File: src/rtl/opa_fwd_stage_pkg.sv
// Shared definitions for the ALU operand-A forwarding stage: operand-select
// codes and default datapath widths.
package opa_fwd_stage_pkg;

  localparam int XLEN_DEF = 32;
  localparam int REGW_DEF = 5;
  localparam int NFWD_DEF = 2;
  localparam int CNTW_DEF = 16;

  typedef enum logic [1:0] {
    A_SEL_RS1  = 2'b00,
    A_SEL_PC   = 2'b01,
    A_SEL_ZERO = 2'b10,
    A_SEL_RSVD = 2'b11
  } a_sel_e;

endpackage

File: src/rtl/opa_fwd_stage_fwd_prio_sel.sv
// Priority forwarding match over NFWD in-flight writers; the lowest index
// (youngest) match wins. x0 never matches.
module fwd_prio_sel #(
  parameter int XLEN = 32,
  parameter int REGW = 5,
  parameter int NFWD = 2
) (
  input  logic [REGW-1:0]      rs1_addr,
  input  logic [NFWD-1:0]      fwd_valid,
  input  logic [NFWD-1:0]      fwd_pending,
  input  logic [NFWD*REGW-1:0] fwd_addr,
  input  logic [NFWD*XLEN-1:0] fwd_data,
  output logic [NFWD-1:0]      win_onehot,
  output logic [XLEN-1:0]      win_data,
  output logic                 win_pending,
  output logic                 win_found
);

  logic [NFWD-1:0] match;
  logic [XLEN-1:0] masked_data [NFWD];

  generate
    for (genvar gi = 0; gi < NFWD; gi++) begin : g_match
      assign match[gi] = fwd_valid[gi]
                       & (fwd_addr[gi*REGW +: REGW] == rs1_addr)
                       & (rs1_addr != '0);
      assign masked_data[gi] = {XLEN{win_onehot[gi]}} & fwd_data[gi*XLEN +: XLEN];
    end
  endgenerate

  // Isolate the lowest set bit: youngest source shadows older ones.
  assign win_onehot  = match & (~match + NFWD'(1));
  assign win_found   = |match;
  assign win_pending = |(win_onehot & fwd_pending);

  always_comb begin
    win_data = '0;
    for (int i = 0; i < NFWD; i++) begin
      win_data = win_data | masked_data[i];
    end
  end

endmodule

File: src/rtl/opa_fwd_stage.sv
// Registered operand-A stage: selects rs1/PC/zero with rs1 forwarding, stalls
// decode on a pending (load-use) forward, and counts hazard stall cycles.
module opa_fwd_stage
  import opa_fwd_stage_pkg::*;
#(
  parameter int XLEN = XLEN_DEF,
  parameter int REGW = REGW_DEF,
  parameter int NFWD = NFWD_DEF,
  parameter int CNTW = CNTW_DEF
) (
  input  logic                 clk,
  input  logic                 rst,
  input  logic                 in_valid,
  output logic                 in_ready,
  input  logic [XLEN-1:0]      in_pc,
  input  logic [XLEN-1:0]      in_rs1_data,
  input  logic [REGW-1:0]      in_rs1_addr,
  input  logic [1:0]           in_a_sel,
  input  logic [NFWD-1:0]      fwd_valid,
  input  logic [NFWD-1:0]      fwd_pending,
  input  logic [NFWD*REGW-1:0] fwd_addr,
  input  logic [NFWD*XLEN-1:0] fwd_data,
  input  logic                 flush,
  output logic                 out_valid,
  input  logic                 out_ready,
  output logic [XLEN-1:0]      out_opa,
  output logic [NFWD-1:0]      out_fwd_src,
  output logic [CNTW-1:0]      stall_cnt
);

  logic [NFWD-1:0] win_onehot;
  logic [XLEN-1:0] win_data;
  logic            win_pending;
  logic            win_found;

  fwd_prio_sel #(
    .XLEN(XLEN),
    .REGW(REGW),
    .NFWD(NFWD)
  ) u_fwd_prio_sel (
    .rs1_addr   (in_rs1_addr),
    .fwd_valid  (fwd_valid),
    .fwd_pending(fwd_pending),
    .fwd_addr   (fwd_addr),
    .fwd_data   (fwd_data),
    .win_onehot (win_onehot),
    .win_data   (win_data),
    .win_pending(win_pending),
    .win_found  (win_found)
  );

  logic            valid_q, valid_d;
  logic [XLEN-1:0] opa_q, opa_d;
  logic [NFWD-1:0] src_q, src_d;
  logic [CNTW-1:0] cnt_q, cnt_d;

  logic            sel_rs1;
  logic            hazard;
  logic            capture;
  logic [XLEN-1:0] opa_sel;
  logic [NFWD-1:0] src_sel;

  assign sel_rs1  = (in_a_sel == A_SEL_RS1);
  // win_pending already implies a winner exists.
  assign hazard   = in_valid & sel_rs1 & win_pending;
  assign in_ready = ~hazard & ~flush & (~valid_q | out_ready);
  assign capture  = in_valid & in_ready;

  always_comb begin
    opa_sel = '0;
    src_sel = '0;
    case (in_a_sel)
      A_SEL_RS1: begin
        opa_sel = win_found ? win_data : in_rs1_data;
        src_sel = win_onehot;
      end
      A_SEL_PC: opa_sel = in_pc;
      default:  opa_sel = '0;
    endcase
  end

  always_comb begin
    valid_d = valid_q;
    opa_d   = opa_q;
    src_d   = src_q;
    cnt_d   = cnt_q;
    if (flush) begin
      valid_d = 1'b0;
    end else if (capture) begin
      valid_d = 1'b1;
      opa_d   = opa_sel;
      src_d   = src_sel;
    end else if (out_ready) begin
      valid_d = 1'b0;
    end
    if (hazard && !flush && (cnt_q != '1)) begin
      cnt_d = cnt_q + CNTW'(1);
    end
  end

  always_ff @(posedge clk or posedge rst) begin
    if (rst) begin
      valid_q <= 1'b0;
      opa_q   <= '0;
      src_q   <= '0;
      cnt_q   <= '0;
    end else begin
      valid_q <= valid_d;
      opa_q   <= opa_d;
      src_q   <= src_d;
      cnt_q   <= cnt_d;
    end
  end

  assign out_valid   = valid_q;
  assign out_opa     = opa_q;
  assign out_fwd_src = src_q;
  assign stall_cnt   = cnt_q;

endmodule
File: config.mk
export PLATFORM = sky130hd
export DESIGN_NAME = opa_fwd_stage
export DESIGN_NICKNAME = d
export VERILOG_FILES = /design/src/rtl/opa_fwd_stage_pkg.sv /design/src/rtl/opa_fwd_stage_fwd_prio_sel.sv /design/src/rtl/opa_fwd_stage.sv
export SDC_FILE = /design/constraint.sdc
export NUM_CORES = 1
export LEC_CHECK = 0
export ABC_AREA = 1
export CAP_MARGIN = 0
export CORE_MARGIN = 2
export CORE_UTILIZATION = 44
export CTS_BUF_LIST = sky130_fd_sc_hd__clkbuf_2 sky130_fd_sc_hd__clkbuf_4 sky130_fd_sc_hd__clkbuf_8
export DETAILED_ROUTE_END_ITERATION = 12
export PLACE_DENSITY = 0.88
export SLEW_MARGIN = 20
export SYNTH_ARGS = -nofsm -noshare
export SYNTH_HDL_FRONTEND = slang
export SYNTH_SLANG_ARGS = --single-unit
File: constraint.sdc
create_clock -name clk -period 2.5 [get_ports clk]
set_input_delay 0.25 -clock clk [delete_from_list [all_inputs] [get_ports clk]]
set_output_delay 0.25 -clock clk [all_outputs]
set_load 0.02 [all_outputs]
* Word-level counts from Yosys, hierarchy flattened *
Cells that the tools add are included.
Widths: inputs -> output; s select.

cells by class
  $add $sub $neg = 2
  multiply operators = 0
  divide/modulo/power cells = 0
  magnitude comparators = 0
  eq/ne operators = 4
  shift-type cells = 0
  multiplexer cells = 6
  bitwise logic cells = 19
  reductions and logical operators = 9

operators with widths
  operator               count
  $and 32x32->32         2
  $pmux 32 s2            1
  $mux 32                1
  $or 32x32->32          1
  $add 16x1->16 const B  1
  $ne 16x16->1 const B   1
  $eq 5x5->1             2
  $and 1x1->1            9
  $reduce_bool 5->1      1
  $and 2x2->2            2
  $reduce_or 2->1        2
  $mux 1                 3
  $not 1->1              3
  $reduce_bool 3->1      1
  $add 2x1->2 const B    1
  $eq 2x1->1 const B     1
  $logic_and 1x1->1      2
  $logic_not 2->1        1
  $mux 2                 1
  $not 2->2              1
  $reduce_and 2->1       1
  $logic_not 1->1        1
  $or 1x1->1             1

storage, ports and cells
  register bits after elaboration = 51
  latch bits = 0
  memory bits (writable) = 0
  bits in read-only memories = 0
  bits of input ports = 154
  output and inout port bits = 52
  word-level logic and storage cells = 44
  memories kept = 0

* Logic depth before layout (Yosys ltp) *
Gate-level depths: netlist of run 1.

  depth after elaboration = 15
  gate-level depth with buffers = 14
  gate-level depth less buffers = 13

* By module *
A second synthesis of run 1 with hierarchy kept.

second synthesis, totals
  cell total of the unflattened synthesis = 590
  area, all modules = 4116.4 sq um

modules (own cells, without submodules)
  module         instances  cells an instance  area each (sq um)  sequential area each (sq um)
  opa_fwd_stage  1          419                3089.2             1276.2
  fwd_prio_sel   1          171                1027.2             0.0

* Least setup slack after synthesis of run 1 *
Ideal clock, no wire load.

  kind = reg2reg
  from = register cnt_q[0] (netlist: stall_cnt[0])
  to = register cnt_q[9] (netlist: stall_cnt[9])
  setup time = 0.119 ns
  arrival time = 1.687 ns
  data required time = 2.381 ns
  slack = 0.693 ns
  stages on the path, launching flop included = 10
  buffers on the path = 0
  clock period less this slack = 1.807 ns
  cell sequence = dfrtp_1 -> ha_1 -> inv_1 -> nor2_1 -> nand4_1 -> nor2_1 -> a21oi_1 -> nand4_1 -> nand2_1 -> nand2_1

between the ends
  cells in the longest elaborated chain, start to end = 2
  elaborated cells between the ends (all ways) = 3
  those cells by class = 1 x add/sub; 1 x eq/ne; 1 x reduce/logical

RTL lines
  what                                                   RTL line              source
  from (decl)                                            opa_fwd_stage.sv:55   logic [CNTW-1:0] cnt_q, cnt_d;
  from (signal assigned)                                 opa_fwd_stage.sv:111  cnt_q <= cnt_d;
  branches (longest 2 deep; another with $add 16x1->16)  n/a

Several ways; the timed one is not identified.
A chain may end at the register's enable or synchronous reset.

* Worst setup path after layout of run 1 *
  from = input in_rs1_addr[3]
  to = register opa_q[27] (netlist: out_opa[27])

between the ends
  cells in the longest elaborated chain, start to end = 14
  elaborated cells between the ends (all ways) = 24
  those cells by class = 1 x add/sub; 2 x eq/ne; 2 x mux; 15 x bitwise; 4 x reduce/logical

RTL lines
  what                               RTL line                          source
  from (decl)                        opa_fwd_stage.sv:17               input logic [REGW-1:0] in_rs1_addr,
  $eq 5x5->1                         opa_fwd_stage_fwd_prio_sel.sv:25  & (fwd_addr[gi*REGW +: REGW] == rs1_addr)
  $and 1x1->1                        opa_fwd_stage_fwd_prio_sel.sv:25
  $and 1x1->1                        opa_fwd_stage_fwd_prio_sel.sv:26  & (rs1_addr != '0);
  $not 2->2                          opa_fwd_stage_fwd_prio_sel.sv:32  assign win_onehot = match & (~match + NFWD'(1));
  $add 2x1->2                        opa_fwd_stage_fwd_prio_sel.sv:32
  $and 2x2->2                        opa_fwd_stage_fwd_prio_sel.sv:32
  $and 2x2->2                        opa_fwd_stage_fwd_prio_sel.sv:34  assign win_pending = |(win_onehot & fwd_pending);
  $reduce_or 2->1                    opa_fwd_stage_fwd_prio_sel.sv:34
  $and 1x1->1                        opa_fwd_stage.sv:65               assign hazard = in_valid & sel_rs1 & win_pending;
  $not 1->1                          opa_fwd_stage.sv:66               assign in_ready = ~hazard & ~flush & (~valid_q | out_ready);
  $and 1x1->1 (2 in a row)           opa_fwd_stage.sv:66
  $and 1x1->1                        opa_fwd_stage.sv:67               assign capture = in_valid & in_ready;
  $reduce_and 2->1 (no source line)  n/a
  to (signal assigned)               opa_fwd_stage.sv:109              opa_q <= opa_d;
  to (decl)                          opa_fwd_stage.sv:53               logic [XLEN-1:0] opa_q, opa_d;

Several ways; a longest one is shown, not always the timed one.

==> results of run 1 <==
cells in the final DEF, fill, tap and decap left out:
cell type	count
dfrtp_1	51
nor2_4	1
clkbuf_8	5
nor3_1	3
inv_6	1
xor2_1	7
clkdlybuf4s50_1	204
buf_4	16
and2_1	1
nor3_2	1
nor2_1	16
ha_1	1
nand2_2	11
nand2_1	280
a21oi_1	2
o21ai_0	3
bufinv_16	1
dlymetal6s2s_1	1
inv_2	7
nor2_8	2
o21ai_1	9
nand3_2	1
nor4_1	2
buf_12	1
nand2_4	3
inv_1	37
nor2_2	3
nand3_4	3
clkinvlp_4	1
nand3b_1	2
nand3_1	106
nand4_1	12
xnor2_1	3
nand4_2	1
final timing paths:
check	cells after the start	slack (ps)	end
worst max-delay path	16	210	out_opa[27]
worst min-delay path	2	150	out_opa[9]
worst max register to register	9	390	stall_cnt[14]
worst min register to register	2	490	out_opa[1]
max in group asynchronous	3	1550	out_opa[29]
min in group clk	2	490	out_opa[1]
per-stage QoR:
stage	hold slack (ps)	worst slack (ps)	TNS [ps]
5_1_grt	153.1	4.399	0
3_3_place_gp	461.2	-17.73	-40.18
3_5_place_dp	464.7	-90.60	-1444
2_1_floorplan	428.3	693.5	0
6_report	152.5	214.2	0
4_1_cts	157.1	27.25	0
layout make-up:
type                    instances  area share
clock buffers                   5     0.01132
flip-flops and latches         51      0.2099
repair buffers                222      0.3610
multi-input cells             473      0.3608
inverters                      44     0.02717
well taps                     108     0.02223
clock inverters                 3    0.007615
synth_stat cells:
cell type and count:
clkbuf_1 6, nor2_1 18, xnor2_1 3, o21ai_1 9
dfrtp_1 51, nor2_4 1, nor3_1 3, nand4_2 1
nor2_8 2, o21ai_0 3, nand2_2 11, nor4_1 2
nand3_2 1, buf_6 6, nand4_1 12, buf_4 8
xor2_1 7, nor3_2 1, ha_1 1, nand2_4 3
a21oi_1 2, inv_1 38, and2_1 1, inv_2 6
nand3_4 3, nor2_2 1, nand3_1 106, nand3b_1 2
nand2_1 280, buf_2 10
state kept, by name, indices dropped and copies added (netlist names):
| register | count |
|---|---|
| out_fwd_src | 2 |
| out_opa | 32 |
| out_valid | 1 |
| stall_cnt | 16 |
timing repair:
| action | CTS | global route |
|---|---|---|
| resized for setup | 0 | 1 |
| buffers inserted | 0 | 0 |
| endpoints found under the setup margin | 0 | 1 |
kinds of logic after synthesis:
kind of cell,count (synthesis),synth area share
simple gates,448,0.5270
buf+inv,74,0.09539
flops,51,0.3332
compound gates,14,0.01829
xor+xnor,10,0.02287
fa+ha+maj,1,0.003266
power groups by stage:
stage | sequential [uW] | combinational [uW] | clock, uW
after CTS | 939 | 802 | 607
final | 939 | 798 | 599
after detailed placement | 953 | 800 | 0
after floorplan | 1040 | 248 | 0
after global placement | 952 | 787 | 0
after global routing | 948 | 866 | 645
metal layers:
metal	vias up	part of all wire
li1	2291	-
met1	2135	0.38
met2	244	0.51
met3	37	0.079
met4	0	0.037
met5	-	0
==> results.tsv, run 1 <==
metric	value	unit
die-area	9466	sq um
root_buffer	clkbuf_8	
fmax	0.4375	GHz
fin_cells	906	
vias	4707	
vias_per_cell	5.195	
crit_buf_inv	5	
worst_path_most_repeated_cell	nand2_1	
hpwl	9.887	mm
syn_inst	598	
slew_headroom	0.5208	
clock_latency	310	ps
critPathMaxFanout	34	
place_area	5962	sq um
power	2335	uW
post-route-util	0.7075	
cap_viol_max_count	0	
end_kind	flip-flop	
timing_hold_violations_final	0	
fin_crit_sh	0.9143	
power.switching	706.1	uW
max_slew.worst_pin.slew	718.8	ps
io_pins	206	
dieHeight	97.30	um
holdCritPathClass	in2async	
cpPeakStageDelay	550	ps
place_congestion	0.9622	
drt_iter0_markers	144	
power_frac_clock	0.256	
cts_sinks	51	
seq_area_frac_synth	0.3332	
cts_tree	built	
final_net_count	952	
met3_usage	0.06115	
ir_drop	0.2335	mV
multi_input_area	2193	sq um
grt_pass1_vias	4726	
syn_area	3830	sq um
drtAntennaViolNets	0	
grt.met2_usage	0.5011	
drv_slew	0	
grt_max_degree	67	
synth.top_cell.area_share	0.3332	
core-area	8593	sq um
ctsHoldBuffers	0	
synthTopCellsByArea	dfrtp_1 (33%), nand2_1 (27%), nand3_1 (14%)	
antenna_found_initial	0	
dr.pass1.iters	5	
crit_chain	clkdlybuf4s50_1, inv_2, nand2_1, nand2_1, nor2_1, nand2_1, nor2_8, buf_4, inv_1, buf_4, nand3_1, nand3_1, nand2_1, nand2_1, nand2_2, nand2_1	
drc	0	
yosys_warnings	0	
critical_path_arrival	2480	ps
fillers	700	
clockBufferDepth	2	
diodes	0	
crit_slowest_cell	clkdlybuf4s50_1	
port_buffers	205	
register_area	1276	sq um
r2r_start	stall_cnt[0]	
drt-total-wl	12.90	mm
intPower	1629	uW
clock_skew	12.20	ps
outcome	completed	
setup.worst_path.start	in_rs1_addr[3]	
dp.cells	898	
setup_viol	0	
path_clk_slew	100	ps
switching_share	0.3024	
gr-usage-all-layers	0.2769	
seqPwrFrac	0.402	
drive_gt1_frac	0.07268	
stdcell_area	6080	sq um
htreeDepth	2	
cp_top_family	buffers and inverters	
ys_ff_latch	51	
synth.largest_area_cell	dfrtp_1	
path_class	in2reg	
p_comb_frac	0.342	
grt_use_met1	0.3135	
cts_buffers	5	
start_util	0.4457	
rows	34	
synth_cell_types	30	
leakage	0.002892	uW
grt_pass1_wl	21.82	mm
p_per_area	384.1	nW/um^2
syn_nets	753	
wl_per_cell	14.23	um
die_w	97.30	um
syn_to_final_growth	58.74	%
grt_overflow_total	0	
top_usage_layer	met2	
rsz0062_at_grt	no	
synth.avg_cell_area	6.405	sq um
min_period	2286	ps
worstPathRequired	2690	ps
crit_path_start_kind	input port	
Note: power is estimated with default switching activity, not from simulation.
==> run 2, diff against run 1 <==
--- a/config.mk
+++ b/config.mk
@@ -8,11 +8,11 @@
 export ABC_AREA = 1
 export CAP_MARGIN = 0
 export CORE_MARGIN = 2
-export CORE_UTILIZATION = 44
+export CORE_UTILIZATION = 56
 export CTS_BUF_LIST = sky130_fd_sc_hd__clkbuf_2 sky130_fd_sc_hd__clkbuf_4 sky130_fd_sc_hd__clkbuf_8
 export DETAILED_ROUTE_END_ITERATION = 12
-export PLACE_DENSITY = 0.88
-export SLEW_MARGIN = 20
+export DONT_BUFFER_PORTS = 1
+export PLACE_DENSITY = 0.7
 export SYNTH_ARGS = -nofsm -noshare
 export SYNTH_HDL_FRONTEND = slang
 export SYNTH_SLANG_ARGS = --single-unit
==> run 2 against run 1 <==
- die area is 21% lower
- non-clock buffer count fell by 213
- utilization down 13 points
- register-to-register slack worse by 60 ps
- clock power down 16%
- clock-buffer cell count is the same
- fmax up 5.2%
- clock skew down 4.0 ps
- combinational power is 64% lower
- highest routed layer unchanged
==> results.tsv, run 2 (synthesis gave the netlist of run 1 again) <==
metric	value	unit
fin_crit_sh	0.8691	
htreeDepth	2	
critical_path_arrival	2380	ps
vias_per_cell	5.561	
max_slew.worst_pin.slew	777.4	ps
clock_skew	8.182	ps
ir_drop	0.2529	mV
root_buffer	clkbuf_8	
worstPathRequired	2710	ps
layout_common_cells	nand2_1 (280), nand3_1 (106), dfrtp_1 (51)	
route.met3.wl	891	um
setup_tns	0	ps
fin_hold_ws	120.1	ps
routed.top_layer	met4	
path_class	reg2reg	
cts_sinks	51	
min_period	2173	ps
end_kind	flip-flop	
outcome	completed	
clock_latency	300	ps
wl_met2	5.006	mm
diodes	0	
gr-usage-all-layers	0.2769	
wl_per_cell	15.28	um
timing_hold_violations_final	0	
r2r_cells	9	
cts_tree	built	
r2r_start	stall_cnt[0]	
dieHeight	86.70	um
hpwl	7.883	mm
setup.worst_path.start	stall_cnt[0]	
cap_viol_max_count	0	
wl_met1	4.023	mm
hold_depth	3	
worstHoldStart	out_ready	
holdPathEnd	out_valid	
drv_slew	0	
place_area	3795	sq um
drc	0	
syn_to_final_growth	2.123	%
final_net_count	739	
setup_viol	0	
critPathMaxFanout	10	
holdCritPathClass	in2reg	
grt_max_degree	38	
clockBufferDepth	2	
slew_headroom	0.4817	
rsz0062_at_grt	no	
drtAntennaViolNets	0	
crit_path_start_kind	flip-flop	
io_pins	206	
p_per_area	469.6	nW/um^2
grt_pass1_vias	3488	
core-area	6719	sq um
r2r-end	stall_cnt[4]	
die_w	86.70	um
drive_gt1_frac	0.08376	
regToRegSetupSlack	330	ps
dr.pass1.iters	4	
drt_iter0_markers	138	
leakage	0.002054	uW
largest_register_ffs	32	
vias	3698	
place_congestion	0.9014	
die-area	7517	sq um
stdcell_area	3911	sq um
fmax	0.4603	GHz
cts_buffers	5	
mostFrequentLayoutCell	nand2_1	
antenna_found_initial	0	
grt_overflow_total	0	
start_util	0.5700	
grt_pass1_wl	16.65	mm
path_clk_slew	100	ps
rows	30	
drt-total-wl	10.16	mm
port_buffers	0	
==> run 2: changes by cell type in the layout (fill, tap and decap cells not counted), sizes merged <==
cell and delta:
buf -9, dlymetal6s2s -1, clkinv +2, bufinv -1, clkinvlp -1, dlygate4sd3 +1
clkdlybuf4s50 -204
==> run 2: worst max path at each step <==
stage                          to  slack (ps)  cells after the start
finish               stall_cnt[4]         330                      9
global route         stall_cnt[6]          80                      9
CTS                 stall_cnt[14]         280                      8
detailed placement  stall_cnt[14]         330                      8
global placement    stall_cnt[14]         410                      8
floorplan            stall_cnt[9]         690                      9
==> run 2: metrics by stage <==
step             util  total power, uW  setup WS [ps]  instances
5_1_grt        0.5821             1947          78.88        665
3_3_place_gp   0.5648             1344          407.6        656
6_report       0.5821             1837          327.4        665
2_1_floorplan       -             1288          693.5        598
4_1_cts        0.5808             1851          279.6        665
3_5_place_dp   0.5648             1350          328.6        656
==> run 2: report_power, final <==
part / switching (uW) / internal [uW]
clock: 296 / 208
sequential: 153 / 895
combinational: 184 / 101
total: 633 / 1200
==> run 2: final cells by class <==
type / count / area (sq um)
sequential: 51 / 1276
fill: 680 / 2808
inverter: 44 / 165.2
tap: 80 / 100.1
timing repair buffer: 9 / 70.07
clock inverter: 3 / 28.78
clock buffer: 5 / 68.82
multi-input combinational: 473 / 2202
==> run 2: timing repair <==
| item | in CTS | in global routing |
|---|---|---|
| hold endpoints to repair | 18 | 0 |
| buffers inserted | 0 | 0 |
| endpoints found under the setup margin | 0 | 2 |
| hold buffers | 1 | 0 |
| resized for setup | 0 | 1 |
==> run 2: worst max-delay path, cell delays in order (launching register included) <==
cell and delay, ps:
dfrtp_1 510, ha_1 280, inv_1 60, nor2_1 90
nand4_1 140, nor2_1 60, a21oi_1 600, nand4_1 180
nand2_1 100, nand2_1 50
==> run 2: routing by layer <==
metal / GRT usage / up-vias
li1: - / 1862
met5: 0 / -
met2: 0.4727 / 166
met3: 0.08095 / 22
met1: 0.3367 / 1648
met4: 0.08523 / 0
